===== src/rtl/hex_msg_scroller.sv =====
// hex_msg_scroller: scrolls 7-seg glyphs right-to-left across NUM_DIGITS
// HEX digits, then drains with blanks and pulses done.
//
// Ports:
//   clk, rst_n      clock, async active-low reset
//   en              scroll enable (freezes the tick divider when low)
//   clear           synchronous clear
//   glyph_valid/glyph/glyph_last/glyph_ready  upstream handshake
//   hex_out         digit k on [7k+6:7k], digit 0 = rightmost
//   busy            not idle
//   done            one-cycle pulse when the display has fully drained
module hex_msg_scroller #(
    parameter int          NUM_DIGITS = 6,
    parameter int          TICK_DIV   = 25000000,
    parameter logic [6:0]  BLANK_CODE = 7'b1111111
) (
    input  logic                    clk,
    input  logic                    rst_n,
    input  logic                    en,
    input  logic                    clear,
    input  logic                    glyph_valid,
    input  logic [6:0]              glyph,
    input  logic                    glyph_last,
    output logic                    glyph_ready,
    output logic [7*NUM_DIGITS-1:0] hex_out,
    output logic                    busy,
    output logic                    done
);

    localparam int HW = 7 * NUM_DIGITS;
    localparam int CW = $clog2(TICK_DIV);
    localparam int DW = $clog2(NUM_DIGITS);

    localparam logic [CW-1:0] CNT_MAX   = CW'(TICK_DIV - 1);
    localparam logic [DW-1:0] DRAIN_MAX = DW'(NUM_DIGITS - 1);

    typedef enum logic [1:0] {
        S_IDLE,
        S_RUN,
        S_DRAIN
    } state_t;

    state_t          state;
    state_t          state_nxt;
    logic            hold_valid;
    logic [6:0]      hold_glyph;
    logic            hold_last;
    logic [CW-1:0]   cnt;
    logic [DW-1:0]   drain_cnt;
    logic [HW-1:0]   disp;
    logic            done_q;

    logic            accept;
    logic            tick;
    logic            drain_end;
    logic [6:0]      shift_in;

    // A clear in the same cycle swallows any accept.
    assign accept    = glyph_valid && !hold_valid && !clear;
    assign tick      = en && (state != S_IDLE) && (cnt == CNT_MAX);
    assign drain_end = tick && (state == S_DRAIN) && !hold_valid
                       && (drain_cnt == DRAIN_MAX);
    assign shift_in  = hold_valid ? hold_glyph : BLANK_CODE;

    // State register
    always_ff @(posedge clk or negedge rst_n) begin
        if (!rst_n) begin
            state <= S_IDLE;
        end else begin
            state <= state_nxt;
        end
    end

    // Next-state logic. Idle also leaves on a held glyph: a glyph accepted
    // on the very tick that finishes the drain must still get scrolled.
    always_comb begin
        state_nxt = state;
        if (clear) begin
            state_nxt = S_IDLE;
        end else begin
            unique case (state)
                S_IDLE: begin
                    if (accept || hold_valid)
                        state_nxt = S_RUN;
                end
                S_RUN: begin
                    if (tick && hold_valid && hold_last)
                        state_nxt = S_DRAIN;
                end
                S_DRAIN: begin
                    if (drain_end)
                        state_nxt = S_IDLE;
                end
                default: state_nxt = S_IDLE;
            endcase
        end
    end

    // Outputs decoded straight from flops
    always_comb begin
        glyph_ready = !hold_valid;
        busy        = (state != S_IDLE);
    end

    assign hex_out = disp;
    assign done    = done_q;

    // Datapath: divider, holding register, display shifter, drain count
    always_ff @(posedge clk or negedge rst_n) begin
        if (!rst_n) begin
            disp       <= {NUM_DIGITS{BLANK_CODE}};
            hold_valid <= 1'b0;
            hold_glyph <= BLANK_CODE;
            hold_last  <= 1'b0;
            cnt        <= '0;
            drain_cnt  <= '0;
            done_q     <= 1'b0;
        end else if (clear) begin
            disp       <= {NUM_DIGITS{BLANK_CODE}};
            hold_valid <= 1'b0;
            cnt        <= '0;
            drain_cnt  <= '0;
            done_q     <= 1'b0;
        end else begin
            done_q <= drain_end;

            if (state == S_IDLE)
                cnt <= '0;
            else if (en)
                cnt <= tick ? '0 : cnt + CW'(1);

            if (tick)
                disp <= {disp[HW-8:0], shift_in};

            if (tick && hold_valid)
                hold_valid <= 1'b0;
            if (accept) begin
                hold_valid <= 1'b1;
                hold_glyph <= glyph;
                hold_last  <= glyph_last;
            end

            // A real glyph during drain restarts the blank run.
            if (tick && state == S_RUN && hold_valid && hold_last)
                drain_cnt <= '0;
            else if (tick && state == S_DRAIN) begin
                if (hold_valid || drain_end)
                    drain_cnt <= '0;
                else
                    drain_cnt <= drain_cnt + DW'(1);
            end
        end
    end

endmodule


===== config.mk =====
export PLATFORM = sky130hd
export DESIGN_NAME = hex_msg_scroller
export DESIGN_NICKNAME = d
export VERILOG_FILES = /design/src/rtl/hex_msg_scroller.sv
export SDC_FILE = /design/constraint.sdc
export NUM_CORES = 1
export LEC_CHECK = 0
export ABC_CLOCK_PERIOD_IN_PS = 6200
export CORE_ASPECT_RATIO = 1.2
export CORE_UTILIZATION = 40
export DETAILED_ROUTE_END_ITERATION = 10
export PLACE_DENSITY_LB_ADDON = 0.25
export SLEW_MARGIN = 30
export SYNTH_ARGS = -nofsm -noshare
export SYNTH_HDL_FRONTEND = slang
export SYNTH_SLANG_ARGS = --single-unit

===== constraint.sdc =====
create_clock -name clk -period 6.2 [get_ports clk]
set_clock_uncertainty 0.15 [all_clocks]
set_input_delay 0.62 -clock clk [delete_from_list [all_inputs] [get_ports clk]]
set_output_delay 0.62 -clock clk [all_outputs]
set_load 0.005 [all_outputs]

==> results of run 1 <==
-- cells by family after synthesis --
kind of cell               Yosys count  synth area share (%)
xor gates and xnor gates            24                  5.38
DFF                                 82                  54.1
AOI/OAI and AO/OA                   22                  4.04
adders and majority gates            3                 0.961
buffers and inverters               29                  3.36
and+or+nand+nor                    225                  29.6
muxes                                9                  2.56
-- final timing paths --
check                          endpoint   startpoint  slack [ns]
setup / recovery           drain_cnt[0]       cnt[8]        3.23
hold / removal                   cnt[3]        rst_n        0.18
setup reg to reg           drain_cnt[0]       cnt[8]        3.23
hold reg to reg             hex_out[38]  hex_out[38]        0.33
max in group asynchronous      state[1]        rst_n        5.24
min in group clk            hex_out[38]  hex_out[38]        0.33
-- state kept, by name, summed over array words and instances (netlist names) --
register    cells
done            1
drain_cnt       3
hold_valid      1
state           2
cnt            25
hold_glyph      7
hex_out        42
hold_last       1
-- final cells by class --
type                       instances  area, um^2  area share, %
sequential                        82        2110           43.0
multi-input combinational        283        1670           34.1
timing repair buffer              60         594           12.1
clock buffer                      11         254           5.17
tap                              123         154           3.13
clock inverter                     4        97.6           1.99
inverter                           6        22.5          0.459
-- placed cells by master (no fill, tap or decap), types with 12 or more instances in the layout --
master            n
nand2_1          80
clkdlybuf4s50_1  56
dfstp_2          49
nor2_1           41
nand3b_1         35
dfrtp_1          33
nand3_1          14
nor3_1           13
xnor2_1          12
xor2_1           12
-- routing by layer --
| layer | track usage, % | part of all wire (%) |
|---|---|---|
| met3 | 4.73 | 3.9 |
| met4 | 6.47 | 1.2 |
| met1 | 21.4 | 47 |
| met2 | 27.5 | 48 |
| met5 | 0 | 0 |
-- power groups by stage --
stage          Clock, mW  Sequential (mW)  Combinational, mW
6_report           0.622            0.562             0.0503
5_1_grt            0.655            0.563             0.0568
4_1_cts            0.635            0.562             0.0517
3_5_place_dp           0            0.570             0.0516
3_3_place_gp           0            0.570             0.0507
2_1_floorplan          0            0.567             0.0293
==> run_results.csv, run 1 <==
group,metric,value,unit
clock_network,cts_made_buffers,9,
logic_synthesis,yosysMostFrequentCell,"nand2_1",
final_layout,postLayoutCoreUtil,51.6,%
final_layout,fin_nets,458,
critical_path,slowest_stage,"or4_1",
clock_network,cts_root_buf,"clkbuf_16",
critical_path,crit_type,"reg -> reg",
floorplan,ioPinCount,58,
floorplan,start_util,41.0,%
place,placedInstanceArea,4560,um^2
global_routing,grt_pass1_wl,13400,um
floorplan,die_area,10200,um^2
route,drt-total-wl,8100,um
final_layout,fin_cells,569,
critical_path,slowest_delay,0.66,ns
clock_network,cts_tree,"yes",
critical_path,crit_required,6.30,ns
logic_synthesis,synthesis.nets,410,
route,dr.pass1.iters,4,
global_routing,grt_use_total,16.9,%
clock_network,ctsResizeCount,0,
sta,max_freq,337,MHz
logic_synthesis,postSynth.asyncResetShare,100,%
logic_synthesis,synth_edf_count,0,
logic_synthesis,synthTopCellsByCount,"nand2_1 (80), dfstp_2 (49), nor2_1 (41), nand3b_1 (35), dfrtp_1 (33)",
logic_synthesis,postSynthCellCount,394,
critical_path,crit_cells,5,
sta,maxSlewViolCount,0,
logic_synthesis,ys_seq_area_share,54.1,%
sta,relSlewSlack,44.8,%
clock_network,clockBufferDepth,2,
power_and_ir_drop,clkPwrFrac,50.4,%
power_and_ir_drop,combPwrFrac,4.1,%
run_status,status,"complete, no violations",
logic_synthesis,synthTopCellsByArea,"dfstp_2 (33%), dfrtp_1 (21%), nand2_1 (7.7%)",
critical_path,cp-end-kind,"flop",
hold_path,hp-class,"in -> async",
power_and_ir_drop,swShare,19.5,%
global_routing,grt_pass1_vias,2824,
clock_network,cts_hold_buf,0,
power_and_ir_drop,p_sw,241,uW
sta,tns,0,ns
sta,fin_crit,2.97,ns
logic_synthesis,yosysUniqueCellTypes,45,
clock_network,cts_setup_buffers,0,
place,post-place-ws,2.90,ns
critical_path,critical_path_buf_inv_count,0,
floorplan,die_h,110,um
clock_network,cts.htree.levels,3,
clock_network,cts.sinks,82,
critical_path,rr_worst_depth,5,
sta,setup_viol,0,
clock_network,clk_pin_slew,0.06,ns
power_and_ir_drop,power_density,251,nW/um^2
sta,fin_hold_ws,0.180,ns
power_and_ir_drop,p_leak,2.06,nW
logic_synthesis,avgSynthCellArea,9.91,um^2
route,drtIter0Drc,135,
logic_synthesis,ys_ff_latch,82,
logic_synthesis,synth_flop_cell,"dfstp_2",
place,dp_cells,554,
final_layout,drive_above_1_share,18.4,%
route,via_count,2954,
global_routing,grt-ovfl-total,0,
floorplan,placeableCoreArea,9520,um^2
sta,setup_ws,3.23,ns
power_and_ir_drop,power.internal,994,uW
sta,hold_viol_final,0,
route,drc_errors,0,
floorplan,die_w,92.2,um
logic_synthesis,yosysTopAreaCell,"dfstp_2",
logic_synthesis,syn-cell-area,3900,um^2
place,hpwl,5180,um
final_layout,fillers,879,
floorplan,rows,39,
final_layout,syn2layout_area_growth,25.7,%
route,vias_per_cell,5.19,
critical_path,cp-start-kind,"flop",
sta,worstMarginPinSlew,0.824,ns
final_layout,n_antenna_cell,0,
place,port_buffers,57,
route,ant_nets,0,
flow_run,maxCapViolations,0,
critical_path,cp_max_fo,8,
critical_path,crit_chain,"or4b_1 > or4_1 > or4_1 > or4b_1 > a31oi_1",
critical_path,cp_top_family,"simple AND/OR/NAND/NOR gates",
route,wl_per_cell,14.2,um
power_and_ir_drop,peakVddDrop,0.000142,V
power_and_ir_drop,pwr-share-seq,45.5,%
logic_synthesis,synth_top_cell_area_share,33.0,%
critical_path,critPathArrivalTime,3.07,ns
logic_synthesis,yosys_warnings,0,
global_routing,grt_max_degree,83,
clock_network,clock_latency,0.33,ns
sta,final.period_utilization,47.8,%
place,globalplace.congestion,0.825,
sta,rsz0062_at_grt,"false",
power_and_ir_drop,total_power,1.23,mW
final_layout,fin_area,4910,um^2
global_routing,antenna_found_initial,0,
(Power assumes the default switching activity.)
==> run 2, diff against run 1 <==
ABC_CLOCK_PERIOD_IN_PS = 2900   (was 6200)
clock period = 2.9 ns   (was 6.2 ns; I/O delays follow)
==> run_results.csv, run 2 (synthesis results as in run 1) <==
group,metric,value,unit
power_and_ir_drop,total_power,2.45,mW
global_routing,antenna_found_initial,0,
sta,rsz0062_at_grt,"false",
global_routing,grt_max_degree,83,
clock_network,cts_tree,"yes",
power_and_ir_drop,pwr-share-seq,48.9,%
sta,max_freq,364,MHz
clock_network,cts.htree.levels,3,
power_and_ir_drop,peakVddDrop,0.000303,V
critical_path,crit_required,3.01,ns
sta,relSlewSlack,51.5,%
final_layout,fin_nets,468,
floorplan,die_area,10200,um^2
sta,setup_ws,0.152,ns
power_and_ir_drop,p_leak,2.10,nW
sta,setup_viol,0,
clock_network,cts_setup_buffers,0,
sta,tns,0,ns
place,port_buffers,57,
hold_path,hp-class,"reg -> reg",
sta,maxSlewViolCount,0,
route,via_count,2971,
floorplan,die_h,110,um
route,vias_per_cell,5.12,
clock_network,clk_pin_slew,0.06,ns
route,drc_errors,0,
global_routing,grt_use_total,18.1,%
critical_path,cp_max_fo,4,
clock_network,cts.sinks,82,
sta,fin_crit,2.75,ns
final_layout,largest_reg_flops,42,
power_and_ir_drop,power.internal,1.94,mW
global_routing,grt_pass1_vias,2958,
floorplan,die_w,92.2,um
final_layout,syn2layout_area_growth,26.8,%
clock_network,clock_latency,0.33,ns
sta,final.period_utilization,94.8,%
critical_path,crit_type,"reg -> reg",
clock_network,cts_root_buf,"clkbuf_16",
final_layout,drive_above_1_share,19.7,%
flow_run,maxCapViolations,0,
final_layout,final_common_cell,"nand2_1",
route,wl_per_cell,14.4,um
critical_path,critPathArrivalTime,2.86,ns
sta,worstMarginPinSlew,0.727,ns
critical_path,crit_cells,5,
global_routing,grt-ovfl-total,0,
power_and_ir_drop,clkPwrFrac,46.5,%
route,dr.pass1.iters,4,
power_and_ir_drop,combPwrFrac,4.6,%
power_and_ir_drop,p_sw,510,uW
critical_path,rr_worst_depth,5,
clock_network,clockBufferDepth,2,
floorplan,start_util,41.0,%
route,drtIter0Drc,166,
run_status,status,"complete, no violations",
clock_network,cts_made_buffers,9,
final_layout,final_cell_mix,"nand2_1 (80), clkdlybuf4s50_1 (56), dfstp_2 (49)",
place,globalplace.congestion,0.782,
power_and_ir_drop,swShare,20.8,%
hold_path,hold_depth,2,
critical_path,slowest_stage,"or4_1",
floorplan,ioPinCount,58,
critical_path,crit_chain,"or4b_1 > or4_1 > or4_1 > or4b_1 > a31oi_1",
final_layout,fillers,898,
route,ant_nets,0,
final_layout,n_antenna_cell,0,
critical_path,critical_path_buf_inv_count,0,
route,drt-total-wl,8350,um
critical_path,cp-start-kind,"flop",
critical_path,slowest_delay,0.56,ns
place,post-place-ws,0.145,ns
floorplan,placeableCoreArea,9520,um^2
critical_path,cp-end-kind,"flop",
floorplan,rows,39,
sta,hold_viol_final,0,
critical_path,cp_top_family,"simple AND/OR/NAND/NOR gates",
power_and_ir_drop,power_density,496,nW/um^2
place,hpwl,5470,um
global_routing,grt_pass1_wl,14300,um
==> run 2: worst reg2reg max path, cell delays in order, from the launching register on <==
cell and delay (ns):
dfrtp_1 0.37, or4b_1 0.53, or4_1 0.40, or4_1 0.56, or4b_1 0.49, a31oi_1 0.16
==> run 2: worst paths after layout <==
check	from	end	slack (ns)
worst max-delay path	cnt[8]	drain_cnt[0]	0.15
worst min-delay path	hex_out[38]	hex_out[38]	0.33
worst max register to register	cnt[8]	drain_cnt[0]	0.15
worst min register to register	hex_out[38]	hex_out[38]	0.33
max in group asynchronous	rst_n	drain_cnt[1]	1.69
min in group asynchronous	rst_n	cnt[4]	0.41
==> run 2: what timing repair did <==
item / in CTS / in global routing
endpoints found under the hold margin: 33 / 0
hold buffers: 1 / 0
gates resized for setup: 0 / 0
==> run 2: power by group through the flow <==
stage               sequential (mW)  combinational (mW)  clock [mW]
floorplan                      1.21              0.0626           0
global route                   1.20               0.127        1.22
finish                         1.20               0.112        1.14
global placement               1.22               0.112           0
CTS                            1.20               0.115        1.16
detailed placement             1.22               0.114           0
==> run 2: cell type report <==
type	count	area [um^2]	share of cell area [%]
Inverter	6	22.5	0.455
Clock buffer	13	293	5.92
Sequential cell	82	2110	42.7
Tap cell	123	154	3.11
Multi-Input combinational cell	283	1670	33.7
Clock inverter	3	16.3	0.329
Timing Repair Buffer	70	684	13.8
==> run 2: through the flow <==
stage	cell area (um^2)	cells	hold WS, ns	util [%]
2_1_floorplan	3910	394	-0.156	-
3_3_place_gp	4630	563	0.320	48.6
3_5_place_dp	4630	563	0.233	48.7
4_1_cts	4950	580	0.335	52.0
5_1_grt	4950	580	0.356	52.0
6_report	4950	580	0.331	52.0
==> run 2: routing by layer <==
layer  vias to the layer above  track usage, %  part of all wire, %
met2                        67            28.5                   48
met3                        13            4.66                  4.0
met4                         0            7.70                  1.6
met1                      1436            23.7                   47
li1                       1455               -                    -
met5                         -               0                    0
==> run 3, diff against run 2 <==
PLACE_DENSITY_LB_ADDON = not set   (was 0.25)
==> run_results.csv, run 3 (synthesis results as in run 1) <==
group,metric,value,unit
critical_path,crit_type,"reg -> reg",
critical_path,cp_max_fo,5,
route,dr.pass1.iters,4,
power_and_ir_drop,power.internal,1.98,mW
clock_network,ctsResizeCount,0,
clock_network,cts_setup_buffers,0,
sta,max_freq,356,MHz
floorplan,ioPinCount,58,
global_routing,grt_pass1_vias,2917,
critical_path,r2r_start,"cnt[9]",
power_and_ir_drop,combPwrFrac,4.7,%
hold_path,hp-class,"in -> async",
sta,fin_crit,2.81,ns
place,hpwl,5640,um
sta,rsz0062_at_grt,"false",
power_and_ir_drop,pwr-share-seq,48.0,%
critical_path,critPathArrivalTime,2.91,ns
critical_path,critical_path_buf_inv_count,0,
sta,maxSlewViolCount,0,
critical_path,cp_top_family,"simple AND/OR/NAND/NOR gates",
route,ant_nets,0,
route,drtIter0Drc,143,
final_layout,n_antenna_cell,0,
final_layout,final_cell_mix,"nand2_1 (80), clkdlybuf4s50_1 (56), dfstp_2 (49)",
final_layout,largest_reg_flops,42,
sta,final.period_utilization,96.7,%
critical_path,crit_path_start,"cnt[9]",
final_layout,fillers,891,
power_and_ir_drop,clkPwrFrac,47.3,%
route,drc_errors,0,
final_layout,postLayoutCoreUtil,52.4,%
critical_path,cp-end-kind,"flop",
floorplan,start_util,41.0,%
floorplan,die_w,92.2,um
route,vias_per_cell,5.07,
global_routing,grt-ovfl-total,0,
place,port_buffers,57,
final_layout,final_common_cell,"nand2_1",
sta,relSlewSlack,65.5,%
route,via_count,2952,
place,globalplace.congestion,0.736,
power_and_ir_drop,power_density,502,nW/um^2
route,wl_per_cell,14.6,um
clock_network,cts_root_buf,"clkbuf_16",
final_layout,drive_above_1_share,19.8,%
floorplan,die_area,10200,um^2
power_and_ir_drop,p_sw,524,uW
final_layout,fin_nets,470,
clock_network,cts.sinks,82,
critical_path,slowest_stage,"or4_1",
sta,hold_viol_final,0,
critical_path,crit_chain,"or4b_1 > or4_1 > or4_1 > or4b_1 > a31oi_1",
route,drt-total-wl,8500,um
critical_path,crit_required,3.00,ns
global_routing,antenna_found_initial,0,
sta,setup_viol,0,
run_status,status,"complete, no violations",
clock_network,clock_latency,0.34,ns
clock_network,clk_pin_slew,0.06,ns
final_layout,syn2layout_area_growth,27.7,%
sta,worstMarginPinSlew,0.516,ns
global_routing,grt_pass1_wl,14400,um
global_routing,grtUsageMet3,3.36,%
power_and_ir_drop,p_leak,2.11,nW
clock_network,clockBufferDepth,2,
clock_network,cts.htree.levels,3,
global_routing,grt_busiest_layer,"met2",
critical_path,slowest_delay,0.57,ns
flow_run,maxCapViolations,0,
floorplan,placeableCoreArea,9520,um^2
critical_path,cp-start-kind,"flop",
global_routing,use_met1,23.4,%
power_and_ir_drop,swShare,20.9,%
clock_network,cts_tree,"yes",
sta,tns,0,ns
global_routing,grtUsageMet2,30.1,%
floorplan,rows,39,
clock_network,cts_hold_buf,1,
global_routing,grt_max_degree,70,
global_routing,grt_use_total,18.1,%
power_and_ir_drop,peakVddDrop,0.000296,V
floorplan,die_h,110,um
clock_network,cts_made_buffers,9,
==> run 3: worst paths after layout <==
kind	cells past startpoint	end	slack, ns
min	2	cnt[0]	0.30
min reg2reg	2	hex_out[35]	0.33
max in group asynchronous	3	hex_out[34]	1.65
max	5	drain_cnt[0]	0.09
min in group clk	2	hex_out[35]	0.33
max reg2reg	5	drain_cnt[0]	0.09
==> run 3: through the flow <==
stage	power, mW	hold WS (ns)	cell area [um^2]	setup WS, ns	instances
after floorplan	1.28	-0.156	3910	0.0934	394
after global placement	1.33	0.313	4630	0.147	564
after detailed placement	1.34	0.320	4630	0.0972	564
after CTS	2.54	0.334	4960	0.0886	581
after global routing	2.59	0.340	4980	0.0304	582
final	2.50	0.301	4980	0.0946	582
==> run 3: area by class of cell <==
class                   instances  area, um^2  area share (%)
clock inverters                 2        12.5           0.251
well taps                     123         154            3.09
inverters                       6        22.5           0.452
repair buffers                 72         708            14.2
multi-input cells             283        1670            33.4
clock buffers                  14         308            6.17
flip-flops and latches         82        2110            42.4
==> run 3: worst reg2reg max path: cells and delay by family, from the launching register on <==
| family | cells | cell delay (ns) |
|---|---|---|
| AO/OA/AOI/OAI | 1 | 0.18 |
| flip-flops | 1 | 0.42 |
| AND/OR/NAND/NOR | 4 | 1.98 |
==> run 3: routing by layer <==
metal	vias up	routed length (um)	part of all wire (%)
li1	1459	-	-
met1	1435	4050	48
met2	51	4100	48
met3	7	262	3.1
met4	0	93	1.1
met5	-	0	0
==> run 3: power by group through the flow <==
| stage | sequential (mW) | combinational (mW) | clock [mW] |
|---|---|---|---|
| 3_5_place_dp | 1.22 | 0.116 | 0 |
| 5_1_grt | 1.20 | 0.130 | 1.26 |
| 6_report | 1.20 | 0.117 | 1.18 |
| 3_3_place_gp | 1.22 | 0.114 | 0 |
| 2_1_floorplan | 1.21 | 0.0626 | 0 |
| 4_1_cts | 1.20 | 0.118 | 1.22 |
